**config.mk**
```make
export PLATFORM = sky130hd
export DESIGN_NAME = tdm_demux_1_16
export DESIGN_NICKNAME = d
export VERILOG_FILES = /design/src/rtl/tdm_demux_1_16.sv
export SDC_FILE = /design/constraint.sdc
export NUM_CORES = 1
export LEC_CHECK = 0
export ABC_CLOCK_PERIOD_IN_PS = 1810
export BUFFER_PORTS_ARGS = -buffer_cell sky130_fd_sc_hd__buf_2
export CORE_UTILIZATION = 50
export DETAILED_ROUTE_END_ITERATION = 6
export GPL_ROUTABILITY_DRIVEN = 0
export GPL_TIMING_DRIVEN = 0
export HOLD_SLACK_MARGIN = 0.02
export PLACE_DENSITY_LB_ADDON = 0.2
export REMOVE_ABC_BUFFERS = 1
export SKIP_CTS_REPAIR_TIMING = 1
export SLEW_MARGIN = 20
export SYNTH_ARGS = -nofsm -noshare
export SYNTH_HDL_FRONTEND = slang
export SYNTH_SLANG_ARGS = --single-unit
```
**constraint.sdc**
```tcl
create_clock -name clk -period 1.81 [get_ports clk]
set_clock_uncertainty 0.15 [all_clocks]
set_input_delay 0.2715 -clock clk [delete_from_list [all_inputs] [get_ports clk]]
set_output_delay 0.2715 -clock clk [all_outputs]
set_load 0.005 [all_outputs]
```
**src/rtl/tdm_demux_1_16.sv**
```systemverilog
// Serial-to-parallel TDM demultiplexer: rebuilds an N_CH-bit word from one bit per slot.
// Optional trailing even-parity bit per frame when TDM_PARITY_EN is defined.
module tdm_demux_1_16 #(
  parameter int N_CH  = 16,
  parameter int SEL_W = 4
) (
  input  logic             clk,
  input  logic             rst_n,
  input  logic             in,
  input  logic             in_valid,
  input  logic             frame_start,
  output logic [SEL_W-1:0] sel_out,
  output logic [0:N_CH-1]  out,
  output logic             out_valid,
  output logic             busy,
  output logic             frame_err
);

  typedef enum logic [1:0] {
    IDLE,
    COLLECT,
    PARITY
  } state_t;

  localparam logic [SEL_W-1:0] LAST_SLOT = SEL_W'(N_CH - 1);

  state_t            state;
  logic [0:N_CH-1]   shadow;

  assign busy = (state != IDLE);

  // NOTE: shadow is reset along with the rest so a reset mid-frame leaves no stale bits;
  // it is only N_CH flops, not a memory macro.
  always_ff @(posedge clk or negedge rst_n) begin
    if (!rst_n) begin
      state     <= IDLE;
      sel_out   <= '0;
      shadow    <= '0;
      out       <= '0;
      out_valid <= 1'b0;
      frame_err <= 1'b0;
    end else begin
      // NOTE: non-blocking everywhere so every read below sees pre-edge values.
      out_valid <= 1'b0;
      frame_err <= 1'b0;
      if (in_valid) begin
        if (frame_start) begin
          // A new frame start always wins; mid-frame it aborts the partial frame.
          if (state != IDLE) frame_err <= 1'b1;
          shadow[0] <= in;
          sel_out   <= SEL_W'(1);
          state     <= COLLECT;
        end else begin
          case (state)
            IDLE: ;
            COLLECT: begin
              shadow[sel_out] <= in;
              sel_out         <= sel_out + 1'b1;
              if (sel_out == LAST_SLOT) begin
`ifdef TDM_PARITY_EN
                state <= PARITY;
`else
                out       <= {shadow[0:N_CH-2], in};
                out_valid <= 1'b1;
                state     <= IDLE;
`endif
              end
            end
`ifdef TDM_PARITY_EN
            PARITY: begin
              // Even parity: the parity bit equals the XOR of the data bits.
              if (in == ^shadow) begin
                out       <= shadow;
                out_valid <= 1'b1;
              end else begin
                frame_err <= 1'b1;
              end
              sel_out <= '0;
              state   <= IDLE;
            end
`endif
            default: begin
              sel_out <= '0;
              state   <= IDLE;
            end
          endcase
        end
      end
    end
  end

endmodule

```
==> results of run 1 <==
-- sequential cells by signal, indices dropped and copies added, names as in the netlist --
register / cells
sel_out: 4
out: 16
shadow: 15
out_valid: 1
frame_err: 1
state: 1
-- cell usage in the layout, fill, tap and decap left out, types with 2 or more instances in the layout --
cell,n
dfrtp_1,36
buf_2,27
mux2_2,22
nor2_1,13
mux2_4,9
nand3_1,5
clkbuf_4,5
nand3b_1,4
inv_1,3
a21oi_1,3
o21ai_0,3
ha_1,3
nor3b_2,2
a22o_1,2
dfrtp_2,2
-- path summary, 6_finish.rpt --
path / startpoint / endpoint / slack, ps / cells past startpoint
hold reg to reg: shadow[4] / out[4] / 360 / 1
setup reg to reg: sel_out[0] / out[7] / -10 / 5
hold / removal: frame_start / sel_out[1] / 90 / 2
max in group asynchronous: rst_n / sel_out[0] / 550 / 2
min in group asynchronous: rst_n / out[0] / 400 / 2
setup / recovery: sel_out[0] / out[7] / -10 / 5
-- logic make-up after synthesis --
logic type	share of synthesized area [%]
flip-flops	55.2
AND/OR/NAND/NOR	12.2
multiplexers	22.2
AO/OA/AOI/OAI	3.85
buffers and inverters	3.63
adder cells (fa/ha/maj)	2.90
-- worst max-delay path, stage by stage (launching register included) --
cell	delay (ps)
dfrtp_2	430
ha_2	250
nand2_1	120
nor3_4	220
buf_4	200
mux2_2	340
-- report_power, final --
group / internal [W] / switching, W
Clock: 0.000188 / 0.000262
Combinational: 0.000122 / 0.000108
Sequential: 0.000940 / 0.0000651
-- final cells by class --
class | count | area (um2) | share of cell area, %
Sequential cell | 38 | 953 | 48.4
Multi-Input combinational cell | 81 | 724 | 36.8
Timing Repair Buffer | 30 | 164 | 8.33
Clock buffer | 7 | 55.1 | 2.80
Tap cell | 44 | 55.1 | 2.80
Inverter | 3 | 11.3 | 0.572
Clock inverter | 1 | 5.00 | 0.254
-- routing by layer --
metal	vias up	global-route usage, %	wire [um]
met5	-	0	0
met4	0	9.09	53
met3	5	5.76	116
met2	20	26.2	1310
met1	530	22.7	1330
li1	513	-	-
-- per-stage QoR --
step | setup slack (ps) | cells | instance area, um2
after floorplan | -277 | 122 | 1670
after global placement | -531 | 193 | 1860
after detailed placement | -615 | 193 | 1860
after CTS | -619 | 201 | 1920
after global routing | -73.5 | 204 | 1970
final | -12.4 | 204 | 1970
==> summary.md, run 1 <==
| Metric | Value |
|---|---|
| Run status | `complete, but fails checks` |
| Failing checks | `setup timing` |
| Via count of the first global-routing pass | `between 900 and 1000` |
| PnR worst setup slack | `-12.4 ps` |
| Synthesized instance count | `130` |
| CTS max path bufs | `2` |
| PortBufs | `27` |
| Synth area leader | `dfrtp_1` |
| CP Data Arrival Time | `1900 ps` |
| Max Slew Vio Count | `0` |
| Post-route antenna net violation count | `0` |
| Fin crit period | `1820 ps` |
| H-tree depth | `2` |
| Most area-consuming cells after synthesis | `dfrtp_1, mux2_2, mux2_4` |
| Critical Path Start Type | `register` |
| Remaining DRCs | `0` |
| Initial Util | `54.6%` |
| Vias/cell | `5.24` |
| Area Overhead vs Synth | `14.2%` |
| RSZ-0062 raised after global routing | `yes` |
| Number of synthesized flops with an enable pin | `0` |
| Initial DRC Count | `23` |
| Hpwl dp | `1.85 mm` |
| Total Neg Setup Slack | `-38.2 ps` |
| Async S/R FF share, synth | `100%` |
| Crit end category | `register` |
| Yosys reg bits | `38` |
| Latest clock arrival within the worst-skew pair | `roughly 340 ps` |
| Antenna diodes | `0` |
| Initial antenna violation count | `0` |
| # fillers | `274` |
| Root Buffer | `clkbuf_4` |
| Minimum hold slack | `89.8 ps` |
| Critical Path RT | `1890 ps` |
| Final Util | `62.4%` |
| Final net count | `168` |
| Fmax | `549 MHz` |
| CTS tree | `built` |
| Die X | `between 60 and 70 um` |
| Die area | `around 3700 um2` |
| Sequential cell area fraction in the yosys report | `between 50% and 60%` |
| Final period util | `101%` |
| Tot Pwr | `0.00169 W` |
| WL final | `2.82 mm` |
| Synth cell count leaders | `dfrtp_1, mux2_2, nor2_1` |
| Largest fanout on the critical path | `7` |
| DRT Pass-1 Iters | `4` |
| Largest net degree at the start of global routing | `39` |
| Min-delay worst type | `input pin to register` |
| Pwr dens | `857 nW/um2` |
| Max Cap Viol | `0` |
| Setup CP Type | `register to register` |
| CTS clk-pin slew, worst paths | `roughly 90 ps` |
| Yosys top cell area share | `55.2%` |
| Chip Height | `60.7 um` |
| Worst rel slew slack | `46.2%` |
| CTS sink count | `38` |
| First-pass GRT wire length | `4.51 mm` |
| Synth Flop Type | `dfrtp_1` |
| Synthesized area per cell | `13.3 um2` |
| Hold Fails Final Rpt | `0` |
| Core ar. | `between 3000 and 4000 um2` |
| Most common cell in the netlist | `dfrtp_1` |
| Final setup vio count | `6` |
| Peak supply drop | `476 uV` |
| Vias | `around 1100` |
| Worst Max-Slew Pin Slew | `roughly 810 ps` |
| Post-Synthesis Cell Area | `1720 um2` |
| Remaining Overflow, GRT | `0` |
| Drt wl/cell | `around 14 um` |
| Ys Warns | `0` |
| TritonCTS Buffers | `5` |
| Synth unique cells | `30` |
| Leak | `between 0.9 and 1 nW` |
| Total track usage | `about 17%` |
| Boundary pin count | `28` |
| Ratio of cells with drive above 1 in the final layout | `48.8%` |
| Row Count | `20` |
Power figures use the tool's default switching activity.
==> run 2: changes to the inputs <==
Settings changed: ABC_CLOCK_PERIOD_IN_PS 1810 to 1940, CORE_UTILIZATION 50 to 55.
Clock period 1.81 ns to 1.94 ns, I/O delays scaled along.
==> summary.md, run 2 (same netlist as run 1, synthesis figures left out) <==
| Metric | Value |
|---|---|
| PortBufs | `27 (unchanged)` |
| Hold Fails Final Rpt | `0 (unchanged)` |
| Peak supply drop | `749 uV (+57%)` |
| Most frequent cells in the layout | `dfrtp_1, buf_2, mux2_2` |
| Core ar. | `2850 um2 (-9.5%)` |
| Die X | `58.0 um (-4.5%)` |
| Remaining Overflow, GRT | `0 (unchanged)` |
| Fin crit period | `1880 ps (+56.8 ps)` |
| First-pass GRT wire length | `4.91 mm (+8.7%)` |
| CTS tree | `built` |
| Minimum hold slack | `103 ps (+13.0 ps)` |
| Reg with most FFs | `out` |
| Antenna diodes | `0 (unchanged)` |
| Area Overhead vs Synth | `15.7%` |
| Critical Path RT | `2030 ps (+140 ps)` |
| Initial antenna violation count | `0 (unchanged)` |
| Root Buffer | `clkbuf_4` |
| Pwr dens | `927 nW/um2 (+8.3%)` |
| Drt wl/cell | `15.4 um (+12%)` |
| Final Util | `69.9% (+7.4 points)` |
| Max reg flops | `16 (unchanged)` |
| Post-route antenna net violation count | `0 (unchanged)` |
| Vias/cell | `5.80 (+11%)` |
| Switching Share | `22.9% (-2.9 points)` |
| Largest net degree at the start of global routing | `39 (unchanged)` |
| Part of the power in combinational logic | `11.9% (-1.8 points)` |
| Internal power | `0.00143 W (+14%)` |
| Design Area, Final | `1990 um2 (+1.3%)` |
| CTS clk-pin slew, worst paths | `110 ps (+20 ps)` |
| Initial Util | `60.4% (+5.8 points)` |
| CP Data Arrival Time | `1970 ps (+70 ps)` |
| Chip Height | `58.0 um (-4.5%)` |
| Worst rel slew slack | `46.1% (-0.17 points)` |
| Via count of the first global-routing pass | `1040 (+4.8%)` |
| Row Count | `19 (-5.0%)` |
| CTS sink count | `38 (unchanged)` |
| Crit end category | `register` |
| Initial DRC Count | `42 (+83%)` |
| Ratio of cells with drive above 1 in the final layout | `47.2% (-1.5 points)` |
| DRT Pass-1 Iters | `6 (+2)` |
| TritonCTS Buffers | `5 (unchanged)` |
| Max Slew Vio Count | `0 (unchanged)` |
| Remaining DRCs | `1 (+1)` |
| Clk pwr share | `37.4% (+11 points)` |
| Register share of total power | `50.8% (-8.8 points)` |
| Boundary pin count | `28 (unchanged)` |
| CTS max path bufs | `2 (unchanged)` |
| Max Cap Viol | `0 (unchanged)` |
| WL final | `2.96 mm (+5.0%)` |
| Min-delay worst type | `input pin to register` |
| Commonest non-fill, non-tap cell in the layout | `dfrtp_1` |
| Largest fanout on the critical path | `7 (unchanged)` |
| Fmax | `532 MHz (-3.0%)` |
| Failing checks | `DRC` |
| NetSw | `0.000423 W (-2.8%)` |
| Vias | `1114 (+4.3%)` |
| Critical Path Start Type | `register` |
| Die area | `3360 um2 (-8.8%)` |
| Setup CP Type | `register to register` |
| Run status | `complete, but fails checks` |
| Leak | `1.02 nW (+2.8%)` |
| Hpwl dp | `1.95 mm (+5.5%)` |
| Latest clock arrival within the worst-skew pair | `340 ps (about the same)` |
| Total track usage | `19.8% (+2.3 points)` |
| Final period util | `96.9% (-3.8 points)` |
| Biggest regs | `out: 16 flops, shadow: 15 flops, sel_out: 4 flops` |
| H-tree depth | `2 (unchanged)` |
| Worst Max-Slew Pin Slew | `809 ps (+2.59 ps)` |
| Final setup vio count | `0 (-6)` |
| Final net count | `169 (+0.60%)` |
| DP Area | `1850 um2 (-0.87%)` |
==> run 2: power groups by stage <==
stage	combinational (W)	clock (W)	sequential (W)
6_report	0.000219	0.000691	0.000939
5_1_grt	0.000243	0.000737	0.000949
4_1_cts	0.000220	0.000702	0.000937
3_5_place_dp	0.000217	0	0.000955
3_3_place_gp	0.000205	0	0.000947
2_1_floorplan	0.000142	0	0.000937
==> run 2: final timing paths <==
path / startpoint / to / slack [ps] / cells after the start
setup / recovery: sel_out[0] / out[7] / 60 / 5
max in group asynchronous: rst_n / state[0] / 670 / 2
hold / removal: frame_start / sel_out[1] / 100 / 2
min in group asynchronous: rst_n / shadow[14] / 410 / 2
setup reg to reg: sel_out[0] / out[7] / 60 / 5
hold reg to reg: shadow[11] / out[11] / 350 / 1
==> run 2: cell type report <==
| type | count | area, um2 |
|---|---|---|
| Tap cell | 31 | 38.8 |
| Clock buffer | 6 | 51.3 |
| Fill cell | 210 | 860 |
| Timing Repair Buffer | 31 | 168 |
| Sequential cell | 38 | 952 |
| Inverter | 3 | 11.3 |
| Clock inverter | 2 | 60.1 |
| Multi-Input combinational cell | 81 | 712 |
==> run 2: per-stage QoR <==
step / cells / total power, W / worst slack [ps] / TNS, ps
2_1_floorplan: 122 / 0.00108 / -147 / -1860
3_3_place_gp: 180 / 0.00115 / -397 / -5850
3_5_place_dp: 180 / 0.00117 / -503 / -7530
4_1_cts: 188 / 0.00186 / -524 / -7830
5_1_grt: 192 / 0.00193 / -40.1 / -331
6_report: 192 / 0.00185 / 60.8 / 0
==> run 2: metal layers <==
layer / part of all wire, % / track usage, % / wire, um / vias to the layer above
met2: 51 / 32.7 / 1510 / 34
met1: 42 / 23.7 / 1250 / 556
met5: 0 / 0 / 0 / -
met4: 1.3 / 7.82 / 38 / 0
met3: 5.5 / 6.92 / 162 / 6
li1: - / - / - / 518
==> run 2: critical path: stages, from the launching register on <==
cell     delay (ps)
dfrtp_1         460
ha_2            290
nand2_1         130
nor3_4          220
buf_4           190
mux2_2          340
==> run 3: changes to the inputs <==
Settings changed: CELL_PAD_IN_SITES_DETAIL_PLACEMENT set to 0, CELL_PAD_IN_SITES_GLOBAL_PLACEMENT set to 2, CORE_UTILIZATION 55 to 37, MAX_ROUTING_LAYER set to met4.
==> summary.md, run 3 (same netlist as run 1, synthesis figures left out) <==
| Metric | Value |
|---|---|
| Commonest non-fill, non-tap cell in the layout | `dfrtp_1` |
| PortBufs | `27 (unchanged)` |
| Drt wl/cell | `14.5 um (-5.6%)` |
| RSZ-0062 raised after global routing | `no` |
| Most frequent cells in the layout | `dfrtp_1, buf_2, mux2_2` |
| Total track usage | `15.0% (-4.8 points)` |
| Final Util | `46.2% (-24 points)` |
| Minimum hold slack | `-53.9 ps (-157 ps)` |
| Total Neg Setup Slack | `0 ps (unchanged)` |
| Crit end category | `register` |
| Tot Pwr | `0.00198 W (+6.9%)` |
| Hpwl dp | `1.97 mm (+1.1%)` |
| Root Buffer | `clkbuf_8` |
| Via count of the first global-routing pass | `1101 (+5.9%)` |
| Max stage delay on crit path | `410 ps (-50 ps)` |
| H-tree depth | `2 (unchanged)` |
| Fmax | `550 MHz (+3.3%)` |
| Met3 WL | `93 um (-43%)` |
| First-pass GRT wire length | `5.53 mm (+13%)` |
| Failing checks | `hold timing` |
| Post-route antenna net violation count | `0 (unchanged)` |
| CTS tree | `built` |
| Die area | `4930 um2 (+47%)` |
| CTS max path bufs | `2 (unchanged)` |
| # fillers | `412 (+96%)` |
| Area Overhead vs Synth | `18.4%` |
| Reg2Reg Launch Point | `sel_out[1]` |
| Remaining DRCs | `0 (-1)` |
| Core ar. | `4410 um2 (+55%)` |
| TritonCTS Buffers | `5 (unchanged)` |
| Largest net degree at the start of global routing | `39 (unchanged)` |
| Remaining Overflow, GRT | `0 (unchanged)` |
| Row Count | `24 (+5)` |
| CP max-delay cell | `dfrtp_1` |
| Pwr dens | `969 nW/um2 (+4.4%)` |
| Ratio of cells with drive above 1 in the final layout | `47.5% (+0.26 points)` |
| Hold Fails Final Rpt | `38 (+38)` |
| Multi-input logic area | `712 um2 (unchanged)` |
| R2r worst-path depth | `5 (unchanged)` |
| Largest fanout on the critical path | `17 (+10)` |
| R2R Setup Slk | `120 ps (+60 ps)` |
| PnR worst setup slack | `122 ps (+60.8 ps)` |
| CTS sink count | `38 (unchanged)` |
| Vias | `1064 (-4.5%)` |
| Initial DRC Count | `32 (-24%)` |
| Worst rel slew slack | `45.2% (-0.87 points)` |
| CP Capture Point | `out[8]` |
| Critical Path Start Type | `register` |
| Initial antenna violation count | `0 (unchanged)` |
| Register area | `953 um2 (+0.13%)` |
| Max Slew Vio Count | `0 (unchanged)` |
| Latest clock arrival within the worst-skew pair | `290 ps (-50 ps)` |
| Worst Max-Slew Pin Slew | `822 ps (+13.1 ps)` |
| Run status | `complete, but fails checks` |
| Chip Height | `70.2 um (+21%)` |
| DP Cell Count | `201 (+12%)` |
| Post-Place Setup Slack | `-539 ps (-35.9 ps)` |
| Setup CP Type | `register to register` |
| Biggest regs | `out: 16 flops, shadow: 15 flops, sel_out: 4 flops` |
| Max reg flops | `16 (unchanged)` |
| Max Cap Viol | `0 (unchanged)` |
| Die X | `70.2 um (+21%)` |
| DRT Pass-1 Iters | `4 (-2)` |
| Final setup vio count | `0 (unchanged)` |
| Boundary pin count | `28 (unchanged)` |
| Final net count | `166 (-1.8%)` |
| Reg with most FFs | `out` |
| R2R Path End | `out[8]` |
| Initial Util | `39.0% (-21 points)` |
| Critical Path RT | `1960 ps (-70 ps)` |
| WL final | `3.06 mm (+3.3%)` |
| CP cell instances | `ha_2 -> nand2_1 -> nor3_4 -> buf_12 -> mux2_2` |
| Vias/cell | `5.07 (-13%)` |
| CP startpoint | `sel_out[1]` |
| CP Data Arrival Time | `1840 ps (-130 ps)` |
| Peak supply drop | `392 uV (-48%)` |
| DRT met1 WL | `1.52 mm (+22%)` |
| Leak | `1.02 nW (about the same)` |
| CTS clk-pin slew, worst paths | `70 ps (-40 ps)` |
| Max Used Layer | `met4` |
| Met2 routed WL | `1.39 mm (-7.7%)` |
| Final period util | `93.7% (-3.1 points)` |
| Antenna diodes | `0 (unchanged)` |
| Min-delay worst type | `input pin to asynchronous set/reset pin` |
| Fin cells | `210 (+9.4%)` |
| Fin crit period | `1820 ps (-60.8 ps)` |
[run 3: cell count changes in the layout (fill, tap and decap cells not counted), sizes merged]
cell         change
buf              -2
dlygate4sd3      -1
[run 3: routing by layer]
| layer | vias to the layer above | track usage (%) |
|---|---|---|
| met4 | 0 | 6.00 |
| met3 | 7 | 3.46 |
| met2 | 20 | 22.1 |
| li1 | 513 | - |
| met1 | 524 | 20.0 |
| met5 | - | - |
[run 3: metrics by stage]
step           cell area (um2)  hold WS, ps
6_report                  2040        -53.9
5_1_grt                   2040         27.8
4_1_cts                   2010        -7.83
3_5_place_dp              1870          310
3_3_place_gp              1870          288
2_1_floorplan             1670         -155
[run 3: final cells by class]
cell class | instances | share of cell area (%)
Tap cell | 52 | 3.19
Clock buffer | 6 | 4.05
Clock inverter | 2 | 2.94
Sequential cell | 38 | 46.7
Inverter | 3 | 0.552
Timing Repair Buffer | 28 | 7.61
Multi-Input combinational cell | 81 | 34.9
[run 3: critical path: cells and delay by family (launching register included)]
family	cells	cell delay, ps
mux	1	340
fa+ha+maj	1	260
buf+inv	1	190
flops	1	410
simple gates	2	340
[run 3: how the worst min path moves through the flow]
stage,to,slack [ps]
CTS,out[13],-8
detailed placement,frame_err,310
global route,shadow[11],30
global placement,frame_err,290
floorplan,frame_err,-150
finish,frame_err,-50
[run 3: where the power goes]
group	internal (W)	switching, W	total (W)	leakage (nW)
registers	0.000878	0.0000620	0.000940	0.506
logic	0.000110	0.000102	0.000212	0.439
clock network	0.000548	0.000275	0.000824	0.0714
